===== config.mk =====
export PLATFORM = sky130hd
export DESIGN_NAME = unpack_float64
export DESIGN_NICKNAME = d
export VERILOG_FILES = /design/src/rtl/fp64_pkg.sv /design/src/rtl/fp64_classify.sv /design/src/rtl/unpack_float64.sv
export SDC_FILE = /design/constraint.sdc
export NUM_CORES = 1
export LEC_CHECK = 0
export CAP_MARGIN = 40
export CORE_UTILIZATION = 49
export DETAILED_ROUTE_END_ITERATION = 16
export DONT_BUFFER_PORTS = 1
export GPL_TIMING_DRIVEN = 1
export PLACE_DENSITY = 0.74
export RECOVER_POWER = 100
export SKIP_LAST_GASP = 1
export SYNTH_ARGS = -nofsm -noshare
export SYNTH_HDL_FRONTEND = slang
export SYNTH_SLANG_ARGS = --single-unit
export TNS_END_PERCENT = 5

===== constraint.sdc =====
create_clock -name ap_clk -period 6.73 [get_ports ap_clk]
set_input_delay 1.346 -clock ap_clk [delete_from_list [all_inputs] [get_ports ap_clk]]
set_output_delay 1.346 -clock ap_clk [all_outputs]
set_load 0.03 [all_outputs]

===== src/rtl/fp64_pkg.sv =====
// Shared float64 datapath definitions: field widths, class codes, exception
// flag bits and the unpack FSM encoding.
package fp64_pkg;
  localparam int FRAC_W   = 52;
  localparam int EXP_W    = 11;
  localparam int Z_EXP_W  = 12;
  localparam int EXP_BIAS = 1023;
  localparam int EXP_MAX  = 2047;

  typedef enum logic [2:0] {
    CLS_ZERO      = 3'd0,
    CLS_SUBNORMAL = 3'd1,
    CLS_NORMAL    = 3'd2,
    CLS_INF       = 3'd3,
    CLS_QNAN      = 3'd4,
    CLS_SNAN      = 3'd5
  } fp_class_e;

  localparam logic [31:0] FLAG_INEXACT   = 32'd1;
  localparam logic [31:0] FLAG_UNDERFLOW = 32'd4;
  localparam logic [31:0] FLAG_OVERFLOW  = 32'd8;
  localparam logic [31:0] FLAG_INVALID   = 32'd16;

  typedef enum logic [1:0] {
    ST_IDLE = 2'd0,
    ST_NORM = 2'd1,
    ST_DONE = 2'd2
  } unpack_state_e;
endpackage


===== src/rtl/fp64_classify.sv =====
// Combinational float64 classifier on the unsigned magnitude bits a[62:0].
module fp64_classify
  import fp64_pkg::*;
(
  input  logic [62:0] a_i,
  output logic [2:0]  class_o
);
  logic [EXP_W-1:0]  e;
  logic [FRAC_W-1:0] f;

  assign e = a_i[FRAC_W +: EXP_W];
  assign f = a_i[FRAC_W-1:0];

  always_comb begin
    class_o = CLS_NORMAL;
    if (e == '0) begin
      class_o = (f == '0) ? CLS_ZERO : CLS_SUBNORMAL;
    end else if (e == '1) begin
      if (f == '0)          class_o = CLS_INF;
      else if (f[FRAC_W-1]) class_o = CLS_QNAN;
      else                  class_o = CLS_SNAN;
    end
  end
endmodule


===== src/rtl/unpack_float64.sv =====
// float64 unpack with iterative subnormal normalisation (ap_start/ap_done).
// Optional macro UNPACK_SNAN_FLAG_EN raises the invalid flag on SNAN inputs.
module unpack_float64
  import fp64_pkg::*;
#(
  parameter int NORM_STEP = 1
) (
  input  logic        ap_clk,
  input  logic        ap_rst,
  input  logic        ap_start,
  output logic        ap_done,
  output logic        ap_idle,
  output logic        ap_ready,
  input  logic [63:0] a,
  output logic        z_sign,
  output logic [11:0] z_exp,
  output logic [63:0] z_sig,
  output logic [2:0]  z_class,
  input  logic [31:0] float_exception_flag_i,
  output logic [31:0] float_exception_flag_o,
  output logic        float_exception_flag_o_ap_vld
);
  unpack_state_e state_q, state_d;
  logic          sign_q, sign_d;
  logic [11:0]   exp_q, exp_d;
  logic [63:0]   sig_q, sig_d;
  logic [2:0]    class_q, class_d;
  logic [2:0]    in_class;
  logic [3:0]    amt;

  fp64_classify u_classify (
    .a_i     (a[62:0]),
    .class_o (in_class)
  );

  always_comb begin
    state_d = state_q;
    sign_d  = sign_q;
    exp_d   = exp_q;
    sig_d   = sig_q;
    class_d = class_q;
    amt     = 4'd1;
    case (state_q)
      ST_IDLE: if (ap_start) begin
        sign_d  = a[63];
        class_d = in_class;
        case (in_class)
          CLS_NORMAL: begin
            exp_d = {1'b0, a[62:52]};
            sig_d = {11'd0, 1'b1, a[51:0]};
          end
          // Exponent starts at 1 and drops by one per bit of left shift.
          CLS_SUBNORMAL: begin
            exp_d = 12'd1;
            sig_d = {12'd0, a[51:0]};
          end
          CLS_ZERO: begin
            exp_d = '0;
            sig_d = '0;
          end
          default: begin
            exp_d = 12'(EXP_MAX);
            sig_d = {12'd0, a[51:0]};
          end
        endcase
        state_d = (in_class == CLS_SUBNORMAL) ? ST_NORM : ST_DONE;
      end
      ST_NORM: begin
        if (sig_q[52 -: NORM_STEP] == '0) amt = 4'(NORM_STEP);
        sig_d = sig_q << amt;
        exp_d = exp_q - {8'd0, amt};
        if (sig_d[52]) state_d = ST_DONE;
      end
      ST_DONE: state_d = ST_IDLE;
      default: state_d = ST_IDLE;
    endcase
  end

  always_ff @(posedge ap_clk or posedge ap_rst) begin
    if (ap_rst) begin
      state_q <= ST_IDLE;
      sign_q  <= 1'b0;
      exp_q   <= '0;
      sig_q   <= '0;
      class_q <= '0;
    end else begin
      state_q <= state_d;
      sign_q  <= sign_d;
      exp_q   <= exp_d;
      sig_q   <= sig_d;
      class_q <= class_d;
    end
  end

  assign ap_ready = (state_q == ST_DONE);
  assign ap_idle  = (state_q == ST_IDLE) && !ap_start;
  assign ap_done  = ap_ready || ap_idle;
  assign z_sign   = sign_q;
  assign z_exp    = exp_q;
  assign z_sig    = sig_q;
  assign z_class  = class_q;

`ifdef UNPACK_SNAN_FLAG_EN
  logic snan_done;
  assign snan_done = ap_ready && (class_q == CLS_SNAN);
  assign float_exception_flag_o = float_exception_flag_i | (snan_done ? FLAG_INVALID : 32'd0);
  assign float_exception_flag_o_ap_vld = snan_done;
`else
  assign float_exception_flag_o = float_exception_flag_i;
  assign float_exception_flag_o_ap_vld = 1'b0;
`endif
endmodule


; ---- Yosys cells after proc, flatten, opt, wreduce, memory -nomap -nowiden
; Cells that the tools add are included.
[word_totals]
out_inout_bits = 116
elab_cells = 41
input_bits = 99
register_bits = 82
[op_classes]
shifts = 1
reduce_logical = 11
mux = 16
n_addsub = 1
n_eq_ne = 7
[op_table]
columns = operator, count
row1 = $pmux W64 S2, 1
row2 = $pmux W53 S2, 1
row3 = $mux W64, 1
row4 = $shl A64 B4 Y64, 1
row5 = $logic_not A52 Y1, 1
row6 = $pmux W11 S3, 1
row7 = $pmux W12 S2, 1
row8 = $mux W12, 1
row9 = $sub A12 B4 Y12, 1
row10 = $eq A11 B11 Y1 const B, 1
row11 = $logic_not A11 Y1, 1
row12 = $mux W3, 3
row13 = $mux W2, 3
row14 = $reduce_and A2 Y1, 3
row15 = $mux W4, 1
row16 = $ne A2 B2 Y1 const B, 2
row17 = $pmux W2 S2, 1
row18 = $eq A3 B1 Y1 const B, 1
row19 = $eq A3 B2 Y1 const B, 1
row20 = $logic_not A3 Y1, 1
row21 = $eq A2 B1 Y1 const B, 1
row22 = $eq A2 B2 Y1 const B, 1
row23 = $logic_not A2 Y1, 1
row24 = $mux W1, 2
row25 = 4 further kinds, 4

; ---- Logic depth before layout (Yosys ltp)
; Gate-level depths: netlist of the first run.
[depth]
word_depth = 8
mapped_depth = 7
mapped_depth_nobuf = 6

; ---- Modules after synthesis
; From an unflattened synthesis of the first run, not the netlist that was laid out.
[unflattened]
cells_unflattened = 427
area_unflattened_um2 = 4391.7
[by_module_without_submodules]
columns = mod, n_inst, seq_area_each_um2, area_each_um2, cells_per_inst
row1 = unpack_float64, 1, 2052.0, 4194.0, 397
row2 = fp64_classify, 1, 0.0, 197.7, 30

; ---- Worst setup path before layout of the first run
; No wires, ideal clock.
[synth_timing]
path_type = input to output
start = in ap_start
end = out ap_idle
path_buffers = 2
slack_ns = 2.984
cell_stages = 3
required_ns = 5.384
arrival_time_ns = 2.400
path_cell_list = clkbuf_1 > clkbuf_1 > nor3_1
[synth_between]
elab_chain_len = 2
[synth_lines]
columns = item, line_no
row1 = "start, declared", unpack_float64.sv:10  ; input logic ap_start,
row2 = $logic_not A1 Y1, unpack_float64.sv:96  ; assign ap_idle = (state_q == ST_IDLE) && !ap_start;
row3 = $logic_and A1 B1 Y1, unpack_float64.sv:96
row4 = "end, declared", unpack_float64.sv:12  ; output logic ap_idle,
; Every way passes these cells.

==> summary.md, run 1 <==
The run finished, with violations left. The final reports fail on capacitance limit, slew limit. Setup violations remaining at the end of the flow were counted as 0. Stage delay of the slowest cell on the critical path: 1.88 ns. The final wirelength was 11330 µm. The hold violation total from the final report was 0. The portion of synthesized cell area occupied by the leading cell type was 48.93%; the total setup buffers inserted after CTS was 0. The number of buffers and inverters on the critical path is 2, and the gate count after technology mapping is 450. The layer flagged by global routing as most heavily used is met2.

The count of boundary I/O pins was 215. In this run, post-CTS repair resized a total of 0 instances. The routed layout has 3526 vias. The horizontal die dimension is 94.52 µm, and the detailed-placement wirelength estimate is 7742 µm. The run gives 34.38% as the met1 capacity usage during global routing.

After routing, the total negative slack on setup checks comes to 0 ns. During synthesis, Yosys emitted a total of 0 warnings. Ranked by total cell area, the synthesized netlist is headed by dfrtp_1 (49%), buf_4 (6.1%), o21ai_0 (5.1%). The initialized floorplan defines 33 standard-cell rows. Commonest non-fill, non-tap cell in the layout: dfrtp_1. The tools report the critical hold path startpoint as z_sign.

The tool flagged a number of max-cap violations equal to 3. The clock-pin slew on the worst setup and hold paths was 0.09 ns; the cell count after placement was 495. CTS placed an instance of clkbuf_8 at the clock tree root.

Number of antenna violations at the first check in global routing: 0. For this run, global-route usage on met3 was measured as 7.971%. The tools report the number of slew-limit violations in the final report as 144. Among cell families on the critical path, the largest total delay comes from buffers and inverters. VDD sags by at most 0.1393 mV. Once the floorplan was initialized, standard cells occupied 50.79% of the core.

First-pass GRT wire length: 17490 µm. For the overall power, the log shows 1.255 mW. The signal on the critical path passes through clkinvlp_2 > clkbuf_1. The worst pin sits at a relative slew slack of -71.04%. The critical path is of the in -> async type.

The highest achievable clock rate was 0.2331 GHz. In this run the standard cell core region covers 8258 µm². The die boundary height is 94.52 µm, and the final non-filler cell total is 511. TritonCTS built the clock tree. At the worst endpoint, the required time is 6.65 ns. Of the synthesized area, sequential elements account for 48.93%.

For this block, the initial DRC count from the detailed router was 203. Met2 demand-to-capacity share in global routing: 38.47%. The worst path needs 4.289 ns of the cycle, external delays included.

The fraction of registers with async set or reset after synthesis was 100.0%; the cell area after placement was 4040 µm². The count of nets left with antenna violations once routing finished came out at 0. The number of nets in the layout was 501; the worst reg-to-reg setup slack was 3.21 ns. The H-tree generated during clock tree synthesis spans 3 levels. The power density normalized to cell area works out to 296.7 nW/µm².

Dividing the final minimum period by the clock period gives 63.74%. For the post-synth net total, the log shows 550. Global routing usage summed across all routing layers: 25.76%. Beginning of the worst register-to-register path: state_q[1]. Tracing the worst setup path back leads to its startpoint at ap_rst. No sink is reached through more buffers than the 2 on the longest clock path. The fraction of final layout cells sized beyond drive strength 1 was 5.665%.

The first detailed-routing pass took 4 iterations. The type of the most critical hold path is reg -> reg. The post-synthesis instance area is 4194 µm².

The largest individual stage delay along the critical path comes from the cell clkbuf_1. The detail-routed via count per cell works out to 6.900. The biggest area contributor in the post-synthesis netlist is dfrtp_1. The distinct cell type count after synthesis was 44.

The predominant post-synthesis flop cell was dfrtp_1. The run gives 0 as the final routed DRC violation total. In this run, synthesis inferred 0 flip-flops with an integrated enable.

For the worst setup path, the data arrival time is 4.21 ns. The post-synthesis sequential element count works out to 82. The layout has 781 filler cells.

The repair_antennas step left the layout with diodes totalling 0. The die covers 8933 µm². The kind of end point of the critical path is an asynchronous set/reset pin. The clock skew was 0.01368 ns. Hold repair after CTS inserted 0 buffers. At the pin with the least slew margin, the transition time is 2.566 ns.

In the layout the commonest cells are dfrtp_1 (81), nand2_1 (51), o21ai_0 (43). The run gives 82 as the TritonCTS sink count. The count of buffers added on input and output ports is 0. The number of buffers inserted during clock tree synthesis is 9. Across all setup checks in the final design, the least slack found is 2.441 ns.

Entering global routing, the biggest net connects 59 pins. The area growth from synthesis to layout is 0.8950%. Routability-driven placement finished with a final weighted congestion of 0.8864. Setup repair after global routing left no endpoint under its margin. After routing the design area is 4232 µm². Dividing the detail-routed wire length by the instance count gives 22.17 µm. For the standby leakage power, the log shows 1.701 nW. The worst slack at placement came out at 3.330 ns.

Global routing finished with a remaining overflow of 0. The peak fanout along the critical path is 46, and the clock latency on the worst-skew pair is 0.35 ns. The tools report the via count of the first global-routing pass as 3348. The average instance in the mapped netlist occupies 9.320 µm². STA classifies the critical path startpoint as an input pin.
==> final timing paths <==
path                            cells past startpoint   endpoint
worst min-delay path                                2     z_sign
worst max register to register                      5   z_exp[4]
max in group ap_clk                                 4   z_exp[4]
min in group asynchronous                           1  z_sig[54]
worst min register to register                      2     z_sign
worst max-delay path                                2   z_sig[8]
==> layer usage <==
layer / vias to the layer above / wire (µm)
li1: 1544 / -
met1: 1772 / 4894
met2: 175 / 5141
met3: 35 / 1006
met4: 0 / 285
met5: - / 0
==> cells by family after synthesis <==
| kind of cell | after synthesis | synth area share (%) |
|---|---|---|
| muxes | 2 | 0.4773 |
| DFF | 82 | 48.93 |
| AOI/OAI and AO/OA | 170 | 25.96 |
| other | 1 | 0.08941 |
| adders and majority gates | 1 | 0.2983 |
| buffers and inverters | 74 | 9.755 |
| and+or+nand+nor | 120 | 14.50 |
==> through the flow <==
step                      util, %  hold WS, ns
final                       51.24       0.6878
after global routing        51.24       0.7392
after CTS                   51.59       0.6891
after detailed placement    48.92       0.6744
after global placement      48.26       0.6694
after floorplan                 -       0.6496
==> synthesized netlist by cell type (2+ instances only) <==
| cell type | n |
|---|---|
| a21oi_1 | 24 |
| a22o_1 | 13 |
| a22oi_1 | 28 |
| a31oi_1 | 11 |
| and2_0 | 2 |
| and2_1 | 9 |
| buf_1 | 2 |
| buf_2 | 3 |
| buf_4 | 34 |
| clkbuf_1 | 29 |
| dfrtp_1 | 82 |
| inv_1 | 5 |
| mux2i_1 | 2 |
| nand2_1 | 51 |
| nand2b_1 | 3 |
| nand3_1 | 5 |
| nand4_1 | 5 |
| nor2_1 | 12 |
| nor2b_1 | 2 |
| nor3_1 | 4 |
| nor3b_1 | 2 |
| nor4_1 | 16 |
| o211ai_1 | 2 |
| o21ai_0 | 43 |
| o22a_1 | 7 |
| o22ai_1 | 31 |
| o31ai_1 | 4 |
| or4_1 | 3 |
==> registers in the layout (all words and copies together), names as in the netlist <==
register  cells
z_sig        64
z_exp        12
z_class       3
state_q       2
z_sign        1
==> report_power, final <==
| group | switching, mW | leakage [nW] | total, mW | internal (mW) |
|---|---|---|---|---|
| sequential | 0.181 | 1.01 | 0.727 | 0.546 |
| combinational | 0.0772 | 0.588 | 0.131 | 0.0534 |
| clock | 0.178 | 0.103 | 0.398 | 0.220 |
| total | 0.436 | 1.70 | 1.26 | 0.819 |
==> layout make-up <==
type                            count  area [µm²]  share of cell area [%]
Timing Repair Buffer                8       76.32                   1.804
Sequential cell                    82        2053                   48.52
Clock inverter                      4       75.07                   1.774
Inverter                            6       23.77                  0.5618
Tap cell                          105       131.4                   3.105
Multi-Input combinational cell    294        1727                   40.80
Clock buffer                       12       145.1                   3.430
Note: power is estimated with default switching activity, not from simulation.
==> inputs of run 2 (changes only) <==
- clock period: 6.73 -> 4 ns (I/O delays scaled with it)
==> run 2 against run 1 <==
Compared with the run above:
- the flow still finishes with violations (capacitance limit, slew limit)
- critical path depth rose by 4
- register-to-register slack got worse by 2.4 ns
- power rose by 67%
- clock power rose by 61%
- highest routed layer unchanged
==> summary.md, run 2 (synthesis results as in run 1) <==
The run finished, with violations left. The final reports fail on capacitance limit, slew limit. The tools report the hold violation total from the final report as 0. Row generation in the floorplan step produced 33 rows. The later pin in the worst-skew pair is clocked with a latency of 0.34 ns. Setup violations remaining at the end of the flow were counted as 0. The pre-antenna-repair detailed-routing pass consisted of 4 iterations. The worst pin sits at a relative slew slack of -25.89%. TritonCTS built the clock tree. The accumulated negative setup slack was 0 ns. The number of logic stages on the critical path including buffering came out at 6.

The tools report the DRC marker count from the first detailed-route iteration as 188. From bottom edge to top edge, the die measures 94.52 µm. The critical path goes through clkbuf_1 > nor2b_1 > buf_4 > nor2_1 > nand4_1 > o311a_1.

Clock skew on the completed layout was measured at 0.01419 ns. In this design, the stage delay of the slowest critical-path cell is 1.01 ns. In this run, post-CTS repair resized a total of 0 instances. For this configuration, the core starts out at a cell density of 50.79%. The number of antenna violations at the first check in global routing is 0, and the overall overflow remaining after global route is 0. Before CTS, the worst setup slack after placement is 1.472 ns. The post-route fraction of the period consumed by the critical path was 80.91%; the area of the core was 8258 µm².

The run gives 4093 µm² as the cell area after placement. For this run, global-route usage on met3 was measured as 7.327%. The tools report the count of boundary I/O pins as 215. In this run the static leakage power is 1.714 nW.

In this run the worst path has a maximum fanout of 33. For the met1 capacity usage during global routing, the log shows 36.00%. For the worst flop-to-flop path, the logic depth is 6. STA classifies the critical path endpoint as a register. Leaving out fill and tap cells, the most frequent cell in the layout is dfrtp_1. The final layout contains routed wiring with a total length of 11640 µm. The net count of the finished layout is 505. Setup repair after global routing left no endpoint under its margin.

The worst setup path is launched from a register. The busiest layer in global routing is met2. The minimum period implied by the final worst setup slack is 3.237 ns, and the met2 demand-to-capacity share in global routing is 38.41%. The cell at the slowest stage of the critical path was clkbuf_1. The detail-routed via count per cell was 6.741; the number of buffers inserted during clock tree synthesis was 9. The antenna diode count came out at 0.

In the global route stage, overall resource usage came out at 26.01%. After detailed routing, the average wire length per cell comes to 22.69 µm. In this run the critical register-to-register path is captured at z_class[1]. The number of slew-limit violations in the final report came out at 35. The floorplan step defined a die boundary enclosing 8933 µm². The number of max-cap violations was 1. The floorplan step set the die width to 94.52 µm.

Clock-pin slew on the worst setup and hold paths: 0.09 ns. The power density normalized to cell area was 491.5 nW/µm²; the count of antenna-violating nets left after detailed routing was 0. CTS placed an instance of clkbuf_8 at the clock tree root.

The clock passes through at most 2 buffers. The first-pass GRT wire length came out at 17820 µm. Beginning of the worst register-to-register path: state_q[1]. The via count of the first global-routing pass was 3301. Data required time at the worst endpoint: 4.22 ns. The worst register-to-register path has a setup slack of 0.76 ns. For the cts-stage hold buffer count, the log shows 0.

The final routed DRC violation total was 0. The area added between synthesis and finish came out at 1.432%. The post-route netlist has 6.127% of its cells at a drive strength greater than 1. The measured slew at the worst slew-check pin came out at 1.888 ns. TritonCTS sink count: 82.

Entering global routing, the biggest net connects 46 pins. VDD sags by at most 0.2134 mV. The worst setup path is of the reg -> reg kind.

For this run, the top clock speed supported by timing is 0.3090 GHz. Largest delay contributor family on the critical path: buffers and inverters. With fillers left out, the area of the finished cells amounts to 4254 µm². The logs give 3 for the H-tree depth reported by CTS and 0 for the total setup buffers inserted after CTS. The number of buffers and inverters on the critical path was 2; the total number of vias was 3458. Flip-flop count of the largest register, all copies and words added: 64. Leaving out fill and tap cells, the most frequent cells in the layout are dfrtp_1 (82), nand2_1 (51), o21ai_0 (43).

For the detailed-placement wirelength estimate, the log shows 8175 µm. The count of buffers added on input and output ports is 0. Type of the most critical hold path: in -> async. Routability-driven placement finished with a final weighted congestion of 0.8635.

The worst path setup slack after routing is 0.7634 ns, and the data arrival time of the worst path is 3.45 ns.
-- run 2: changes by cell type in the layout (fill, tap and decap cells not counted), sizes merged --
cell	previous run	this run
buf	5	6
clkinvlp	3	2
clkdlybuf4s25	0	1
clkbuf	15	14
clkinv	1	3
-- run 2: worst register-to-register path, delay by kind of cell (launching register included) --
family / cells / cell delay, ns
AOI/OAI and AO/OA: 1 / 0.23
buffers and inverters: 2 / 1.28
DFF: 1 / 0.65
and+or+nand+nor: 3 / 0.96
-- run 2: how the worst max path moves through the flow --
stage | from | end | slack (ns)
4_1_cts | state_q[1] | ap_done | 1.07
5_1_grt | state_q[1] | z_class[1] | 0.46
2_1_floorplan | ap_rst | state_q[0] | 1.09
6_report | state_q[1] | z_class[1] | 0.76
3_5_place_dp | state_q[1] | ap_done | 1.47
3_3_place_gp | a[39] | z_class[0] | 1.34
-- run 2: report_power, final --
group | switching [mW] | total, mW | internal, mW
clock | 0.295 | 0.640 | 0.345
combinational | 0.130 | 0.223 | 0.0926
sequential | 0.310 | 1.23 | 0.918
-- run 2: cell type report --
type / instances / area [µm²]
multi-input combinational: 294 / 1743
tap: 105 / 131.4
clock buffer: 9 / 123.9
timing repair buffer: 12 / 98.84
fill: 776 / 4004
sequential: 82 / 2052
inverter: 6 / 23.77
clock inverter: 5 / 81.33
-- run 2: per-layer routing --
| layer | vias to the layer above | part of all wire (%) |
|---|---|---|
| li1 | 1545 | - |
| met1 | 1725 | 44 |
| met2 | 154 | 45 |
| met3 | 34 | 8.7 |
| met4 | 0 | 2.3 |
| met5 | - | 0 |
-- run 2: through the flow --
step	power [mW]	hold slack (ns)	utilization (%)	std cells
final	2.091	0.4387	51.52	513
after global routing	2.187	0.5011	51.52	513
after CTS	2.106	0.2806	52.05	513
after detailed placement	1.472	0.6590	49.56	499
after global placement	1.452	0.6704	48.44	493
after floorplan	1.449	0.6496	-	450
